File: config.mk
export PLATFORM = sky130hd
export DESIGN_NAME = uart_cmd_ctrl
export DESIGN_NICKNAME = d
export VERILOG_FILES = /design/src/rtl/uart_cmd_pkg.sv /design/src/rtl/cfg_regbank.sv /design/src/rtl/uart_cmd_ctrl.sv
export SDC_FILE = /design/constraint.sdc
export NUM_CORES = 1
export LEC_CHECK = 0
export BUFFER_PORTS_ARGS = -buffer_cell sky130_fd_sc_hd__buf_2
export CAP_MARGIN = 20
export CORE_MARGIN = 5
export CORE_UTILIZATION = 50
export CTS_CLUSTER_SIZE = 24
export DETAILED_ROUTE_END_ITERATION = 6
export PLACE_DENSITY = 0.83
export SLEW_MARGIN = 20
export SYNTH_ARGS = -nofsm -noshare
export SYNTH_HDL_FRONTEND = slang
export SYNTH_SLANG_ARGS = --single-unit
File: constraint.sdc
create_clock -name clk -period 1.8 [get_ports clk]
set_input_delay 0.27 -clock clk [delete_from_list [all_inputs] [get_ports clk]]
set_output_delay 0.27 -clock clk [all_outputs]
set_load 0.05 [all_outputs]
File: src/rtl/uart_cmd_pkg.sv
`default_nettype none
// ----------------------------------------------------------------------------
// Module  : uart_cmd_pkg
// Brief   : Shared opcodes, response codes and FSM states for uart_cmd_ctrl.
// Revision: 1.0 - initial release
// ----------------------------------------------------------------------------
package uart_cmd_pkg;

  typedef enum logic [3:0] {
    OP_NOP   = 4'h0,
    OP_WRITE = 4'h1,
    OP_READ  = 4'h2
  } opcode_t;

  localparam logic [7:0] ACK = 8'hA5;
  localparam logic [7:0] NAK = 8'hEE;

  typedef enum logic [1:0] {
    IDLE    = 2'd0,
    EXEC    = 2'd1,
    SEND    = 2'd2,
    WAIT_TX = 2'd3
  } state_t;

endpackage
`default_nettype wire

File: src/rtl/cfg_regbank.sv
`default_nettype none
// ----------------------------------------------------------------------------
// Module  : cfg_regbank
// Brief   : NREGS x 8-bit config registers, single address, async read.
// Revision: 1.0 - initial release
// ----------------------------------------------------------------------------
module cfg_regbank #(
  parameter int NREGS = 8
) (
  input  logic               clk,
  input  logic               rst_n,
  input  logic               i_we,
  input  logic [3:0]         i_addr,
  input  logic [7:0]         i_wdata,
  output logic [7:0]         o_rdata,
  output logic [NREGS*8-1:0] o_cfg_q
);

  genvar g;
  generate
    for (g = 0; g < NREGS; g++) begin : g_reg
      logic [7:0] r_q;
      always_ff @(posedge clk or negedge rst_n) begin
        if (!rst_n) begin
          r_q <= '0;
        end else if (i_we && (i_addr == 4'(g))) begin
          r_q <= i_wdata;
        end
      end
      assign o_cfg_q[8*g +: 8] = r_q;
    end
  endgenerate

  // Out-of-range addresses read as zero; the sequencer NAKs them anyway.
  always_comb begin
    o_rdata = '0;
    for (int i = 0; i < NREGS; i++) begin
      if (i_addr == 4'(i)) o_rdata = o_cfg_q[8*i +: 8];
    end
  end

endmodule
`default_nettype wire

File: src/rtl/uart_cmd_ctrl.sv
`default_nettype none
// ----------------------------------------------------------------------------
// Module  : uart_cmd_ctrl
// Brief   : UART command sequencer: decode/execute against the config bank,
//           one response byte per command, arbitrated with status events.
// Revision: 1.0 - initial release
// ----------------------------------------------------------------------------
module uart_cmd_ctrl
  import uart_cmd_pkg::*;
#(
  parameter int         NREGS      = 8,
  parameter int         TX_TIMEOUT = 65535,
  parameter logic [7:0] EVT_CODE   = 8'hC3
) (
  input  logic               clk,
  input  logic               rst_n,
  input  logic               i_cmd_rdy,
  input  logic [15:0]        i_cmd,
  output logic               o_clr_cmd_rdy,
  output logic               o_send_resp,
  output logic [7:0]         o_resp,
  input  logic               i_resp_sent,
  input  logic               i_evt_req,
  output logic [NREGS*8-1:0] o_cfg_q,
  output logic               o_busy,
  output logic               o_tx_err
);

  localparam int             TW      = $clog2(TX_TIMEOUT + 1);
  localparam logic [TW-1:0]  C_TMAX  = TW'(TX_TIMEOUT - 1);
  localparam logic [4:0]     C_NREGS = 5'(NREGS);

  state_t        r_state, w_next;
  logic [15:0]   r_cmd_q;
  logic          r_evt_pend;
  logic [TW-1:0] r_timer;
  logic [7:0]    r_resp;
  logic          r_tx_err;

  logic          w_latch, w_evt_clr, w_we, w_timeout, w_resp_ld, w_addr_ok;
  logic [7:0]    w_resp_nxt, w_rdata;

  cfg_regbank #(.NREGS(NREGS)) u_regbank (
    .clk     (clk),
    .rst_n   (rst_n),
    .i_we    (w_we),
    .i_addr  (r_cmd_q[11:8]),
    .i_wdata (r_cmd_q[7:0]),
    .o_rdata (w_rdata),
    .o_cfg_q (o_cfg_q)
  );

  assign w_addr_ok = ({1'b0, r_cmd_q[11:8]} < C_NREGS);

  always_comb begin
    w_next        = r_state;
    o_clr_cmd_rdy = 1'b0;
    o_send_resp   = 1'b0;
    w_latch       = 1'b0;
    w_evt_clr     = 1'b0;
    w_we          = 1'b0;
    w_timeout     = 1'b0;
    w_resp_ld     = 1'b0;
    w_resp_nxt    = r_resp;
    case (r_state)
      IDLE: begin
        // A waiting command always beats a pending event.
        if (i_cmd_rdy) begin
          o_clr_cmd_rdy = 1'b1;
          w_latch       = 1'b1;
          w_next        = EXEC;
        end else if (r_evt_pend) begin
          w_evt_clr  = 1'b1;
          w_resp_ld  = 1'b1;
          w_resp_nxt = EVT_CODE;
          w_next     = SEND;
        end
      end
      EXEC: begin
        w_resp_ld = 1'b1;
        case (r_cmd_q[15:12])
          OP_NOP:   w_resp_nxt = ACK;
          OP_WRITE: begin
            w_we       = w_addr_ok;
            w_resp_nxt = w_addr_ok ? ACK : NAK;
          end
          OP_READ:  w_resp_nxt = w_addr_ok ? w_rdata : NAK;
          default:  w_resp_nxt = NAK;
        endcase
        w_next = SEND;
      end
      SEND: begin
        o_send_resp = 1'b1;
        w_next      = WAIT_TX;
      end
      WAIT_TX: begin
        if (i_resp_sent) begin
          w_next = IDLE;
        end else if (r_timer == C_TMAX) begin
          w_timeout = 1'b1;
          w_next    = IDLE;
        end
      end
      default: w_next = IDLE;
    endcase
  end

  always_ff @(posedge clk or negedge rst_n) begin
    if (!rst_n) begin
      r_state    <= IDLE;
      r_cmd_q    <= '0;
      r_evt_pend <= 1'b0;
      r_timer    <= '0;
      r_resp     <= '0;
      r_tx_err   <= 1'b0;
    end else begin
      r_state <= w_next;
      if (w_latch)   r_cmd_q <= i_cmd;
      if (w_resp_ld) r_resp  <= w_resp_nxt;
      if (w_timeout) r_tx_err <= 1'b1;
      // A new request in the service cycle must survive the clear.
      if (i_evt_req)      r_evt_pend <= 1'b1;
      else if (w_evt_clr) r_evt_pend <= 1'b0;
      if (r_state != WAIT_TX)  r_timer <= '0;
      else if (r_timer != '1)  r_timer <= r_timer + 1'b1;
    end
  end

  assign o_resp   = r_resp;
  assign o_busy   = (r_state != IDLE);
  assign o_tx_err = r_tx_err;

endmodule
`default_nettype wire

======== Yosys cells after proc, flatten, opt, wreduce, memory -nomap -nowiden ========
Cells that the tools add are included.
storage, ports and cells
  flip-flop bits (word level) ............. 108
  input port bits ......................... 21
  output and inout port bits .............. 76
  logic and storage cells ................. 87
cells by class
  $add $sub $neg .......................... 1
  magnitude comparators ................... 1
  equal/unequal tests ..................... 19
  multiplexer cells ....................... 35
  reductions and logical operators ........ 17
operators by type and width
  cell                                                 count
  two-way mux 8 bit                                    11
  two-way mux 16 bit                                   2
  one-hot mux 8 bit (3 select lines)                   1
  adder 16 x 1 -> 16 bit, second input constant        1
  equality test 16 bit, second input constant          1
  equality test 4 x 3 -> 1 bit, second input constant  4
  != test 16 bit, second input constant                1
  one-hot mux 8 bit (2 select lines)                   1
  two-way mux 1 bit                                    13
  equality test 4 x 2 -> 1 bit, second input constant  3
  equality test 4 x 1 -> 1 bit, second input constant  2
  logical AND 1 bit                                    8
  zero test 4 bit                                      2
  two-way mux 2 bit                                    4
  one-hot mux 2 bit (4 select lines)                   1
  nonzero test 2 bit                                   4
  two-way mux 7 bit                                    1
  != test 2 bit, second input constant                 3
  != test 3 bit, second input constant                 2
  equality test 2 bit, second input constant           2
  less-than comparator 4 bit, second input constant    1
  AND reduction 4 bit                                  1
  equality test 2 x 1 -> 1 bit, second input constant  1
  zero test 2 bit                                      1
  other kinds (2)                                      2

======== Logic depth before layout (Yosys ltp) ========
Gate-level depths: netlist of the first run.
  depth after elaboration ................. 12
  mapped depth ............................ 7
  gate-level depth less buffers ........... 7

======== Modules after synthesis ========
From an unflattened synthesis of the first run, not the netlist that was laid out.
second synthesis, totals
  cells, all modules ...................... 450
  area total of the unflattened synthesis .. 5363.9 µm²
modules (own cells, without submodules)
  module         times used  cells an instance  area each (µm²)  seq. area each (µm²)
  cfg_regbank    1           241                3154.3           1601.5
  uart_cmd_ctrl  1           209                2209.6           1101.1

======== Worst setup path after synthesis of the first run ========
OpenSTA, ideal clock, no wires.
  path type ............................... register -> register
  from .................................... reg r_state[1]
  to ...................................... reg u_regbank.g_reg[0].r_q[0]
  setup time .............................. 0.125 ns
  data arrival time ....................... 1.885 ns
  required time ........................... 1.675 ns
  slack ................................... -0.209 ns
  stages on the path, launching flop included .. 8
  path buffers ............................ 1
  clock period less this slack ............ 2.009 ns
  path through ............................ dfrtp_1 > inv_1 > ha_1 > nand3_2 > or2_1 > buf_6 > nor3_4 > mux2_2
on the way
  longest elaborated chain between the ends .. 3
RTL lines
  element                       line                  RTL
  start, declared               uart_cmd_ctrl.sv:33   state_t r_state, w_next;
  start signal, assigned        uart_cmd_ctrl.sv:117  r_state <= w_next;
  equality test 2 x 1 -> 1 bit  uart_cmd_ctrl.sv:65   case (r_state)
  two-way mux 1 bit             uart_cmd_ctrl.sv:65
  logical AND 1 bit             cfg_regbank.sv:26     end else if (i_we && (i_addr == 4'(g))) begin
  end signal, assigned          cfg_regbank.sv:27     r_q <= i_wdata;
  end, declared                 cfg_regbank.sv:22     logic [7:0] r_q;
No other way between the ends.
A chain may end at the register's enable or synchronous reset.

======== Worst setup path after layout of the first run ========
  from .................................... reg r_cmd_q[11]
  to ...................................... reg r_resp[3] (netlist: o_resp[3])
on the way
  longest elaborated chain between the ends .. 12
  elaborated cells between the ends (all ways) .. 21
  classes of those cells .................. order compare (1); eq/ne (7); mux (12); reduce/logical (1)
RTL lines
  element                               line                  RTL
  start, declared                       uart_cmd_ctrl.sv:34   logic [15:0] r_cmd_q;
  start signal, assigned                uart_cmd_ctrl.sv:118  if (w_latch) r_cmd_q <= i_cmd;
  zero test 4 bit                       cfg_regbank.sv:38     if (i_addr == 4'(i)) o_rdata = o_cfg_q[8*i +: 8];
  two-way mux 8 bit (8 in series)       cfg_regbank.sv:38
  two-way mux 8 bit                     uart_cmd_ctrl.sv:87   OP_READ: w_resp_nxt = w_addr_ok ? w_rdata : NAK;
  one-hot mux 8 bit (3 select lines) *  uart_cmd_ctrl.sv:81   case (r_cmd_q[15:12])
  one-hot mux 8 bit (2 select lines) *  uart_cmd_ctrl.sv:65
  end signal, assigned                  uart_cmd_ctrl.sv:119  if (w_resp_ld) r_resp <= w_resp_nxt;
  end, declared                         uart_cmd_ctrl.sv:37   logic [7:0] r_resp;
Mark *: on every way between the ends. The rest lies on a longest branch, timed or not.

==> results by group, run 1 <==
Worst setup path
  • Critical path fanouts, max: 5
  • Crit path to: o_resp[3]
  • Worst path top cell family by delay: compound AO/OA/AOI/OAI gates
  • Required time worst endpoint: 2080 ps
  • CP most frequent cell: buf_4
  • Crit path launch: r_cmd_q[11]
  • Crit path kind: reg -> reg
  • R2r setup slk: -110 ps
  • Critical path arrival: 2190 ps
  • CP cell instances: buf_4, nor4b_4, nor2_2, a221oi_2, a2111oi_4, buf_4, a211o_1
  • Slowest stage cell, crit path: dfrtp_2
  • CP Capture Type: flop
  • Worst r2r src: r_cmd_q[11]
  • Slowest Stage Delay on Critical Path: 480 ps
  • CP startpoint kind: flop
  • Number of cells on the critical path: 7
  • Buf/Inv on CP: 2
  • R2R depth: 7
  • Worst reg2reg endpoint: o_resp[3]

CTS
  • CTS sink cnt: 108
  • CTS tree: built
  • Clock Path Buffers: 2
  • Clock tree root buffer cell: clkbuf_8
  • Num CTS Buffers: 9
  • H-tree Lvls: 3
  • Clk pin slew, worst setup/hold paths: 110 ps
  • Worst-skew pair later-pin latency: 400 ps

Placed design
  • Post-DP HPWL: 10.8 mm
  • IO buf count: 96
  • Gpl congestion: 0.869

Timing
  • Setup-failing EPs final: 49
  • Setup slack after layout: -109 ps
  • Min Tclk post-route: 1910 ps
  • Fin. Hold Viols: 0
  • Worst Skew: 17.3 ps
  • Final Slew Violations: 0
  • Worst-margin pin slew: 541 ps
  • Slew headroom: 63.8%
  • Setup TNS: -2970 ps
  • Final period util: 106%
  • RSZ-0062 raised after global routing: true
  • Max Freq: 0.524 GHz

Logic synthesis
  • Multiplexer share of the synthesized area: 20.0%
  • Most frequent cells after synthesis: dfrtp_1 (108), mux2_2 (82), nor2_1 (30)
  • Post-synthesis cell count: 446
  • Post-synthesis sequential area ratio: 51.4%
  • Most common cell in the netlist: dfrtp_1
  • Yosys warning count: 0
  • Area share of the leading cell type in the synthesized netlist: 51.4%
  • Synth Area in Compound Gates: 9.88%
  • Largest family of logic cells by synthesized area: multiplexers
  • Post-synthesis xor/xnor area fraction: 2.00%
  • Adder-cell share of the synthesized area: 1.43%
  • Synth top area cells: dfrtp_1 (51%), mux2_2 (18%), mux2i_1 (2.5%), nor2_1 (2.1%), o21ai_0 (1.6%)
  • Ys flop type: dfrtp_1
  • Flops & latches, synth: 108
  • Largest area contributor in the netlist: dfrtp_1
  • Netlist Area Pre-Place: 5260 sq um
  • Count of different cell masters after synthesis: 56
  • Synth Area in Simple Gates: 12.6%
  • Post-synth EDFFs: 0
  • Post-Syn Nets: 473
  • Avg Cell Area, Syn: 11.8 sq um
  • Ys async rst share: 100%

Run status
  • Failing checks: negative setup slack
  • Status: complete, but fails checks

Global route
  • Grt total ovfl: 0
  • Vias in the first global route: 4,649
  • Pin count of the biggest net entering global routing: 38
  • First-pass GRT wire length: 24.6 mm
  • GRT Resource Usage Total: 24.6%
  • Initial antenna violation count: 0

Route
  • First-pass DRT Iterations: 5
  • Routed wire length: 16.3 mm
  • Routed Antenna Nets: 0
  • Number of remaining DRC errors: 0
  • Wire per inst: 22.0 um
  • Vias per cell: 6.01
  • DR vias: 4,455
  • Starting DRC count in detailed routing: 418

Floorplanning
  • Die width: 113 um
  • Initial Util: 51.1%
  • Top Ports: 97
  • Row cnt: 37
  • Core box area: 10,300 sq um
  • Die height: 113 um
  • Die ar.: 12,700 sq um

Pwr
  • Combinational share of power: 50.0%
  • Pint: 5.50 mW
  • Clk pwr share: 13.7%
  • NetSw: 4.95 mW
  • Switching portion of total power: 47.4%
  • Cell area power density: 1470 nW/um^2
  • P_leak: 3.34 nW
  • Peak VDD IR: 0.00116 V
  • Sequential power share: 36.3%

Job
  • # Max-Cap Violations: 0

Final layout
  • Number of antenna repair diodes: 0
  • Synth-to-layout area growth: 35.7%
  • Core Util, Final: 69.4%
  • Layout cell share with drive strength beyond 1: 52.6%
  • Nets: 627

Worst hold path
  • Worst min-delay path class: in -> reg
[per-layer routing]
layer	track usage (%)	share of wire (%)	vias to the layer above
met4	9.29	2.9	0
met1	30.1	39	2267
met5	0	0	-
met3	6.47	6.9	52
met2	41.9	51	207
li1	-	-	1929
[how the worst min path moves through the flow]
stage / to / start / depth (start not counted) / slack, ps
final: r_evt_pend / i_evt_req / 2 / 70
after global routing: r_evt_pend / i_evt_req / 2 / 70
after CTS: r_evt_pend / i_evt_req / 2 / 70
after detailed placement: u_regbank.g_reg[7].r_q[6] / rst_n / 1 / 270
after global placement: r_cmd_q[6] / rst_n / 1 / 250
after floorplan: o_resp[0] / rst_n / 0 / -30
[registers in the layout, summed over array words and instances, names as in the netlist]
register         count
r_evt_pend           1
r_cmd_q             16
r_timer             16
o_tx_err             1
o_resp               8
u_regbank.g.r_q     64
r_state              2
[metrics by stage]
step                      hold WS [ps]  setup WS [ps]  instance area [sq um]  total power, mW  std cells
final                             75.0           -109                   7130             10.4        741
after global routing              72.8           -146                   7130             10.9        741
after CTS                         68.3          -33.0                   6870             9.86        739
after global placement             252           -172                   6310             7.87        711
after detailed placement           266           -180                   6310             8.03        711
after floorplan                  -25.6           -145                   5330             6.50        446
[worst register-to-register path: stages, from the launching register on]
cell	delay [ps]
dfrtp_2	480
buf_4	180
nor4b_4	310
nor2_2	60
a221oi_2	330
a2111oi_4	70
buf_4	140
a211o_1	220
[power groups by stage]
| stage | Combinational (mW) | Sequential, mW | Clock [mW] |
|---|---|---|---|
| after floorplan | 1.99 | 4.51 | 0 |
| after global placement | 4.22 | 3.65 | 0 |
| after detailed placement | 4.35 | 3.68 | 0 |
| after CTS | 4.73 | 3.68 | 1.45 |
| after global routing | 5.48 | 3.84 | 1.55 |
| final | 5.23 | 3.79 | 1.43 |
[logic make-up after synthesis]
kind of cell | after synthesis
simple gates | 122
mux | 95
compound gates | 72
flops | 108
buf+inv | 31
xor+xnor | 12
fa+ha+maj | 6
[layout by cell type (no fill, tap or decap), types with 6 or more instances in the layout]
master / count
clkbuf_8: 10
mux2i_1: 13
nor3_1: 15
dfrtp_1: 103
o21ai_0: 14
buf_4: 44
mux2_4: 45
nand3_1: 14
xnor2_1: 7
inv_1: 7
buf_6: 19
nand2_1: 19
nor2_1: 27
a31oi_1: 6
a211oi_1: 8
mux2_2: 37
a21oi_1: 7
buf_2: 92
[area by class of cell]
type | count | area, sq um
Fill cell | 697 | 3150
Timing Repair Buffer | 163 | 1140
Clock inverter | 6 | 43.8
Sequential cell | 108 | 2710
Tap cell | 136 | 170
Multi-Input combinational cell | 307 | 2880
Clock buffer | 10 | 138
Inverter | 11 | 48.8
[timing repair]
action                     CTS  global route
pin swaps                   15            10
setup buffers               11             2
hold endpoints to repair    33             0
hold buffers                 1             0
setup endpoints to repair   67            81
resized for setup           70            57
Note: power is estimated with default switching activity, not from simulation.
==> run 2: changes to the inputs <==
--- a/config.mk
+++ b/config.mk
@@ -9,6 +9,7 @@
 export CAP_MARGIN = 20
 export CORE_MARGIN = 5
 export CORE_UTILIZATION = 50
+export CTS_BUF_LIST = sky130_fd_sc_hd__clkbuf_16
 export CTS_CLUSTER_SIZE = 24
 export DETAILED_ROUTE_END_ITERATION = 6
 export PLACE_DENSITY = 0.83
==> results by group, run 2 (synthesis gave the netlist of run 1 again) <==
Global route
  • Initial antenna violation count: 0 (unchanged)
  • Grt total ovfl: 0 (unchanged)
  • First-pass GRT wire length: 24.6 mm (about the same)
  • Vias in the first global route: 4,599 (-1.1%)
  • GRT Resource Usage Total: 24.5% (-0.071 points)
  • Pin count of the biggest net entering global routing: 38 (unchanged)

Placed design
  • Pre-CTS worst setup slack: -180 ps (unchanged)
  • Placed cells: 711 (unchanged)
  • Gpl congestion: 0.869 (unchanged)
  • Post-DP HPWL: 10.8 mm (unchanged)
  • IO buf count: 96 (unchanged)

CTS
  • Clock tree root buffer cell: clkbuf_16
  • H-tree Lvls: 3 (unchanged)
  • Worst-skew pair later-pin latency: 360 ps (-40 ps)
  • Num CTS Buffers: 9 (unchanged)
  • CTS tree: built
  • Clk pin slew, worst setup/hold paths: 80 ps (-30 ps)
  • CTS sink cnt: 108 (unchanged)
  • Clock Path Buffers: 2 (unchanged)

Pwr
  • Cell area power density: 1500 nW/um^2 (+2.3%)
  • Peak VDD IR: 0.00128 V (+10%)
  • P_leak: 3.33 nW (-0.10%)

Worst setup path
  • Buf/Inv on CP: 2 (unchanged)
  • CP Capture Type: flop
  • CP startpoint kind: flop
  • R2R depth: 7 (unchanged)
  • Worst path top cell family by delay: simple AND/OR/NAND/NOR gates
  • Number of cells on the critical path: 7 (unchanged)
  • Critical path arrival: 2200 ps (about the same)
  • Slowest stage cell, crit path: dfrtp_1
  • R2r setup slk: -150 ps (-40 ps)
  • Required time worst endpoint: 2050 ps (-30 ps)
  • CP most frequent cell: buf_6
  • Slowest Stage Delay on Critical Path: 420 ps (-60 ps)
  • CP cell instances: nor3_4, nand3_4, or2_4, buf_6, nor2_4, buf_6, mux2_4
  • Crit path kind: reg -> reg
  • Critical path fanouts, max: 4 (-1)

Floorplanning
  • Core box area: 10,300 sq um (unchanged)
  • Initial Util: 51.1% (unchanged)
  • Top Ports: 97 (unchanged)
  • Die width: 113 um (unchanged)
  • Die ar.: 12,700 sq um (unchanged)
  • Row cnt: 37 (unchanged)
  • Die height: 113 um (unchanged)

Route
  • Vias per cell: 5.94 (-1.2%)
  • Routed wire length: 15.7 mm (-3.2%)
  • Wire per inst: 21.4 um (-2.7%)
  • Number of remaining DRC errors: 0 (unchanged)
  • Starting DRC count in detailed routing: 413 (-1.2%)
  • DR vias: 4,376 (-1.8%)
  • First-pass DRT Iterations: 5 (unchanged)
  • Routed Antenna Nets: 0 (unchanged)

Final layout
  • Synth-to-layout area growth: 34.3%
  • Max reg flops: 64 (unchanged)
  • Commonest non-fill, non-tap cell in the layout: dfrtp_1
  • Largest regs: u_regbank.g.r_q x64, r_cmd_q x16, r_timer x16
  • Nets: 623 (-0.64%)
  • Largest register by flop count: u_regbank.g.r_q
  • Core Util, Final: 68.7% (-0.71 points)
  • Number of antenna repair diodes: 0 (unchanged)
  • Layout cell share with drive strength beyond 1: 50.6% (-2.0 points)
  • Post-Layout Cell Count: 737 (-0.54%)
  • Most frequent cells in the layout: dfrtp_1 (107), buf_2 (92), mux2_2 (50)

Timing
  • Setup slack after layout: -154 ps (-44.8 ps)
  • RSZ-0062 raised after global routing: true
  • Slew headroom: 66.9% (+3.1 points)
  • Worst-margin pin slew: 495 ps (-45.7 ps)
  • Fin. Hold Viols: 0 (unchanged)
  • Min Tclk post-route: 1950 ps (+44.8 ps)
  • Fin Hold WS: 112 ps (+36.5 ps)
  • Final period util: 109% (+2.5 points)
  • Worst Skew: 9.01 ps (-8.32 ps)
  • Setup TNS: -4470 ps (-1500 ps)
  • Setup-failing EPs final: 62 (+27%)
  • Max Freq: 0.512 GHz (-2.3%)
  • Final Slew Violations: 0 (unchanged)

Run status
  • Status: complete, but fails checks
  • Failing checks: negative setup slack

Worst hold path
  • Hold depth: 2 (unchanged)
  • Worst min-delay path class: in -> reg

Job
  • # Max-Cap Violations: 0 (unchanged)
run 2: changes by cell type in the layout (fill, tap and decap cells not counted), moves of 2 or more:
cell	previous run	this run
dfrtp_2	5	1
a211oi_2	3	1
dfrtp_1	103	107
clkbuf_16	0	9
a211oi_1	8	10
nor2_1	27	29
mux2_4	45	32
clkbuf_8	10	0
buf_4	44	40
mux2_2	37	50
run 2: report_power, final:
part           internal, mW  leakage, nW  switching, mW
sequential             2.96         1.44          0.788
clock                 0.947        0.139          0.936
combinational          1.83         1.75           3.11
total                  5.74         3.33           4.84
run 2: metal layers:
layer  wire length (um)  vias to the layer above  part of all wire, %  global-route usage (%)
li1                   -                     1933                    -                       -
met1               6230                     2200                   40                    30.4
met2               7920                      196                   50                    41.4
met3               1070                       47                  6.8                    6.15
met4                523                        0                  3.3                    9.38
met5                  0                        -                    0                       0
run 2: layout make-up:
cell class	instances	area, sq um
flip-flops and latches	108	2700
multi-input cells	307	2760
inverters	11	48.8
clock buffers	9	225
repair buffers	159	1100
fillers	716	3220
clock inverters	7	47.5
well taps	136	170
run 2: worst reg2reg max path, stage by stage, from the launching register on:
cell and delay (ps):
dfrtp_1 420, nor3_4 270, nand3_4 120, or2_4 290, buf_6 130, nor2_4 150
buf_6 160, mux2_4 310
run 2: metrics by stage:
stage / total power [mW] / instance area [sq um]
floorplan: 6.50 / 5330
global placement: 7.87 / 6310
detailed placement: 8.03 / 6310
CTS: 10.2 / 6870
global route: 11.0 / 7060
finish: 10.6 / 7060
run 2: repair_timing:
action                                  in CTS  in global routing
cloned                                       0                  0
hold buffers                                 1                  0
hold endpoints to repair                    33                  0
gates resized for setup                     59                 37
endpoints found under the setup margin      67                 81
buffers inserted                             5                  4
pin swaps                                   17                  8
run 2: final timing paths:
check | from | end
worst max-delay path | r_cmd_q[14] | u_regbank.g_reg[6].r_q[4]
worst min-delay path | i_evt_req | r_evt_pend
worst max register to register | r_cmd_q[14] | u_regbank.g_reg[6].r_q[4]
worst min register to register | o_resp[4] | o_resp[4]
max in group asynchronous | rst_n | r_timer[14]
min in group asynchronous | rst_n | o_resp[1]
==> run 3: changes to the inputs <==
--- a/config.mk
+++ b/config.mk
@@ -5,6 +5,7 @@
 export SDC_FILE = /design/constraint.sdc
 export NUM_CORES = 1
 export LEC_CHECK = 0
+export ABC_AREA = 1
 export BUFFER_PORTS_ARGS = -buffer_cell sky130_fd_sc_hd__buf_2
 export CAP_MARGIN = 20
 export CORE_MARGIN = 5
==> results by group, run 3 <==
CTS
  • Clock tree root buffer cell: clkbuf_16
  • Num CTS Buffers: 9 (unchanged)
  • Worst-skew pair later-pin latency: 350 ps (about the same)
  • Clock Path Buffers: 2 (unchanged)
  • Clk pin slew, worst setup/hold paths: 70 ps (about the same)
  • CTS sink cnt: 108 (unchanged)
  • CTS tree: built
  • H-tree Lvls: 3 (unchanged)

Pwr
  • Peak VDD IR: 0.00114 V (-11%)
  • Switching portion of total power: 48.1% (+2.4 points)
  • NetSw: 4.64 mW (-4.1%)
  • Cell area power density: 1560 nW/um^2 (+4.1%)
  • Combinational share of power: 43.6% (-3.1 points)
  • Clk pwr share: 19.9% (+2.1 points)
  • Sequential power share: 36.5% (+1.0 points)
  • P_leak: 3.09 nW (-7.3%)
  • Pint: 5.00 mW (-13%)

Route
  • Routed Antenna Nets: 0 (unchanged)
  • Routed wire length: 14.3 mm (-8.8%)
  • DR vias: 4,675 (+6.8%)
  • Number of remaining DRC errors: 0 (unchanged)
  • Vias per cell: 5.49 (-7.5%)
  • Starting DRC count in detailed routing: 491 (+19%)
  • Wire per inst: 16.9 um (-21%)
  • First-pass DRT Iterations: 5 (unchanged)

Final layout
  • Max reg flops: 64 (unchanged)
  • Most frequent cells in the layout: nand2_1 (172), dfrtp_1 (105), buf_2 (93)
  • Storage cell area: 2710 sq um (about the same)
  • Commonest non-fill, non-tap cell in the layout: nand2_1
  • Synth-to-layout area growth: 23.5%
  • Nets: 740 (+19%)
  • Fillers: 818 (+14%)
  • Largest register by flop count: u_regbank.g.r_q
  • Layout cell share with drive strength beyond 1: 24.0% (-27 points)
  • Number of antenna repair diodes: 0 (unchanged)
  • Multi-input logic area: 2040 sq um (-26%)
  • Core Util, Final: 63.2% (-5.5 points)
  • Largest regs: u_regbank.g.r_q x64, r_cmd_q x16, r_timer x16

Logic synthesis
  • Post-Syn Nets: 619 (+31%)
  • Synth top area cells: dfrtp_1 (54%), nand2_1 (13%), o21ai_0 (8.7%), inv_1 (4.0%), nand3_1 (3.3%)
  • Post-synthesis cell count: 592 (+33%)
  • Most common cell in the netlist: nand2_1
  • Post-synthesis sequential area ratio: 54.1% (+2.6 points)
  • Largest area contributor in the netlist: dfrtp_1
  • Post-synth EDFFs: 0 (unchanged)
  • Avg Cell Area, Syn: 8.45 sq um (-28%)
  • Ys async rst share: 100% (unchanged)
  • Ys flop type: dfrtp_1
  • Netlist Area Pre-Place: 5000 sq um (-4.9%)
  • Yosys warning count: 0 (unchanged)
  • Count of different cell masters after synthesis: 35 (-38%)
  • Flops & latches, synth: 108 (unchanged)
  • Area share of the leading cell type in the synthesized netlist: 54.1% (+2.6 points)
  • Most frequent cells after synthesis: nand2_1 (173), dfrtp_1 (108), o21ai_0 (87)

Worst setup path
  • R2r setup slk: 80 ps (+230 ps)
  • Worst r2r src: r_cmd_q[15]
  • Critical path arrival: 1470 ps (-730 ps)
  • Critical path fanouts, max: 3 (-1)
  • CP Capture Type: output pin
  • CP startpoint kind: flop
  • R2R depth: 9 (+2)
  • Crit path kind: reg -> out
  • Worst reg2reg endpoint: u_regbank.g_reg[0].r_q[0]
  • Required time worst endpoint: 1530 ps (-520 ps)

Placed design
  • IO buf count: 96 (unchanged)
  • Gpl congestion: 0.905 (+4.1%)
  • Pre-CTS worst setup slack: 3.04 ps (+184 ps)
  • Post-DP HPWL: 10.3 mm (-4.3%)

Floorplanning
  • Die width: 110 um (-2.2%)
  • Row cnt: 36 (-2.7%)
  • Top Ports: 97 (unchanged)
  • Core box area: 9770 sq um (-4.9%)
  • Die height: 110 um (-2.2%)
  • Initial Util: 51.2% (about the same)
  • Die ar.: 12,100 sq um (-4.4%)

Run status
  • Status: completed

Worst hold path
  • Hold worst-path end: r_evt_pend
  • Hold depth: 2 (unchanged)
  • Critical hold path startpoint: i_evt_req
  • Worst min-delay path class: in -> reg

Timing
  • Final period util: 96.5% (-12 points)
  • RSZ-0062 raised after global routing: true
  • Min Tclk post-route: 1740 ps (-217 ps)
  • Max Freq: 0.576 GHz (+12%)
  • Fin. Hold Viols: 0 (unchanged)
  • Slew headroom: 67.5% (+0.69 points)
  • Final Slew Violations: 0 (unchanged)
  • Worst-margin pin slew: 486 ps (-9.12 ps)
  • Setup-failing EPs final: 0 (-100%)
  • Setup slack after layout: 63.3 ps (+217 ps)
  • Worst Skew: 8.36 ps (-0.653 ps)

Job
  • # Max-Cap Violations: 0 (unchanged)

Global route
  • Pin count of the biggest net entering global routing: 33 (-13%)
  • Grt total ovfl: 0 (unchanged)
  • First-pass GRT wire length: 22.4 mm (-8.9%)
  • GRT Resource Usage Total: 24.5% (-0.081 points)
  • Vias in the first global route: 4,578 (-0.46%)
  • Initial antenna violation count: 0 (unchanged)
-- run 3: cell count changes after synthesis, moves of 6 or more --
cell | previous run | this run
a211oi_1 | 11 | 1
nand2b_1 | 6 | 0
nand2_1 | 22 | 173
nor3_1 | 15 | 7
mux2i_1 | 13 | 0
nand4_1 | 3 | 18
xnor2_1 | 7 | 0
nor2_1 | 30 | 40
a21oi_1 | 11 | 19
o21ai_0 | 17 | 87
inv_1 | 11 | 53
mux2_2 | 82 | 0
nand3_1 | 14 | 33
-- run 3: critical path, stage by stage, from the launching register on --
cell      delay [ps]
dfrtp_1          420
inv_2            100
ha_2             200
inv_1             60
buf_4            140
clkbuf_4         200
-- run 3: power groups by stage --
| stage | Combinational (mW) | Clock [mW] | Sequential, mW |
|---|---|---|---|
| 2_1_floorplan | 1.60 | 0 | 4.59 |
| 3_3_place_gp | 3.89 | 0 | 3.49 |
| 3_5_place_dp | 3.97 | 0 | 3.53 |
| 4_1_cts | 4.03 | 1.94 | 3.49 |
| 5_1_grt | 4.49 | 2.05 | 3.59 |
| 6_report | 4.21 | 1.92 | 3.52 |
-- run 3: stage by stage --
stage                     hold WS [ps]  setup TNS, ps  cell area (sq um)  power, mW  cells
after floorplan                  -25.6           -125               5000       6.19    592
after global placement             241              0               5750       7.38    828
after detailed placement           240              0               5750       7.51    828
after CTS                          109              0               6060       9.46    845
after global routing               111           -306               6170       10.1    851
final                              116              0               6170       9.64    851
-- run 3: metal layers --
metal  global-route usage [%]  share of wire (%)  vias up
li1                         -                  -     2191
met1                     30.9                 39     2239
met2                     40.7                 50      215
met3                     6.23                8.1       30
met4                     8.82                3.0        0
met5                        0                  0        -
-- run 3: how the worst max path moves through the flow --
| stage | start | depth (start not counted) | to |
|---|---|---|---|
| floorplan | r_state[0] | 12 | o_resp[7] |
| detailed placement | r_state[1] | 7 | u_regbank.g_reg[6].r_q[4] |
| global placement | r_state[1] | 7 | u_regbank.g_reg[6].r_q[0] |
| global route | r_state[0] | 8 | r_state[1] |
| CTS | r_state[0] | 5 | o_clr_cmd_rdy |
| finish | r_state[1] | 5 | o_busy |
-- run 3: final cells by class --
class / count / share of cell area [%]
Multi-Input combinational cell: 415 / 33.1
Inverter: 54 / 3.32
Clock inverter: 7 / 0.973
Timing Repair Buffer: 125 / 12.5
Sequential cell: 108 / 43.8
Clock buffer: 9 / 3.65
Tap cell: 133 / 2.70
-- run 3: logic make-up (layout without fill, tap and decap cells) --
kind of cell	Yosys count	in the layout	synth area share, %
AOI/OAI and AO/OA	117	117	12.2
buffers and inverters	69	195	6.16
xor gates and xnor gates	2	2	0.350
DFF	108	108	54.1
and+or+nand+nor	290	290	25.7
adders and majority gates	6	6	1.50
-- run 3: repair_timing --
action / 4_1_cts / 5_1_grt
pin swaps: 0 / 3
hold endpoints to repair: 27 / 0
setup endpoints to repair: 10 / 75
gates cloned: 0 / 0
buffers inserted: 0 / 6
hold buffers: 1 / 0
gates resized for setup: 7 / 19
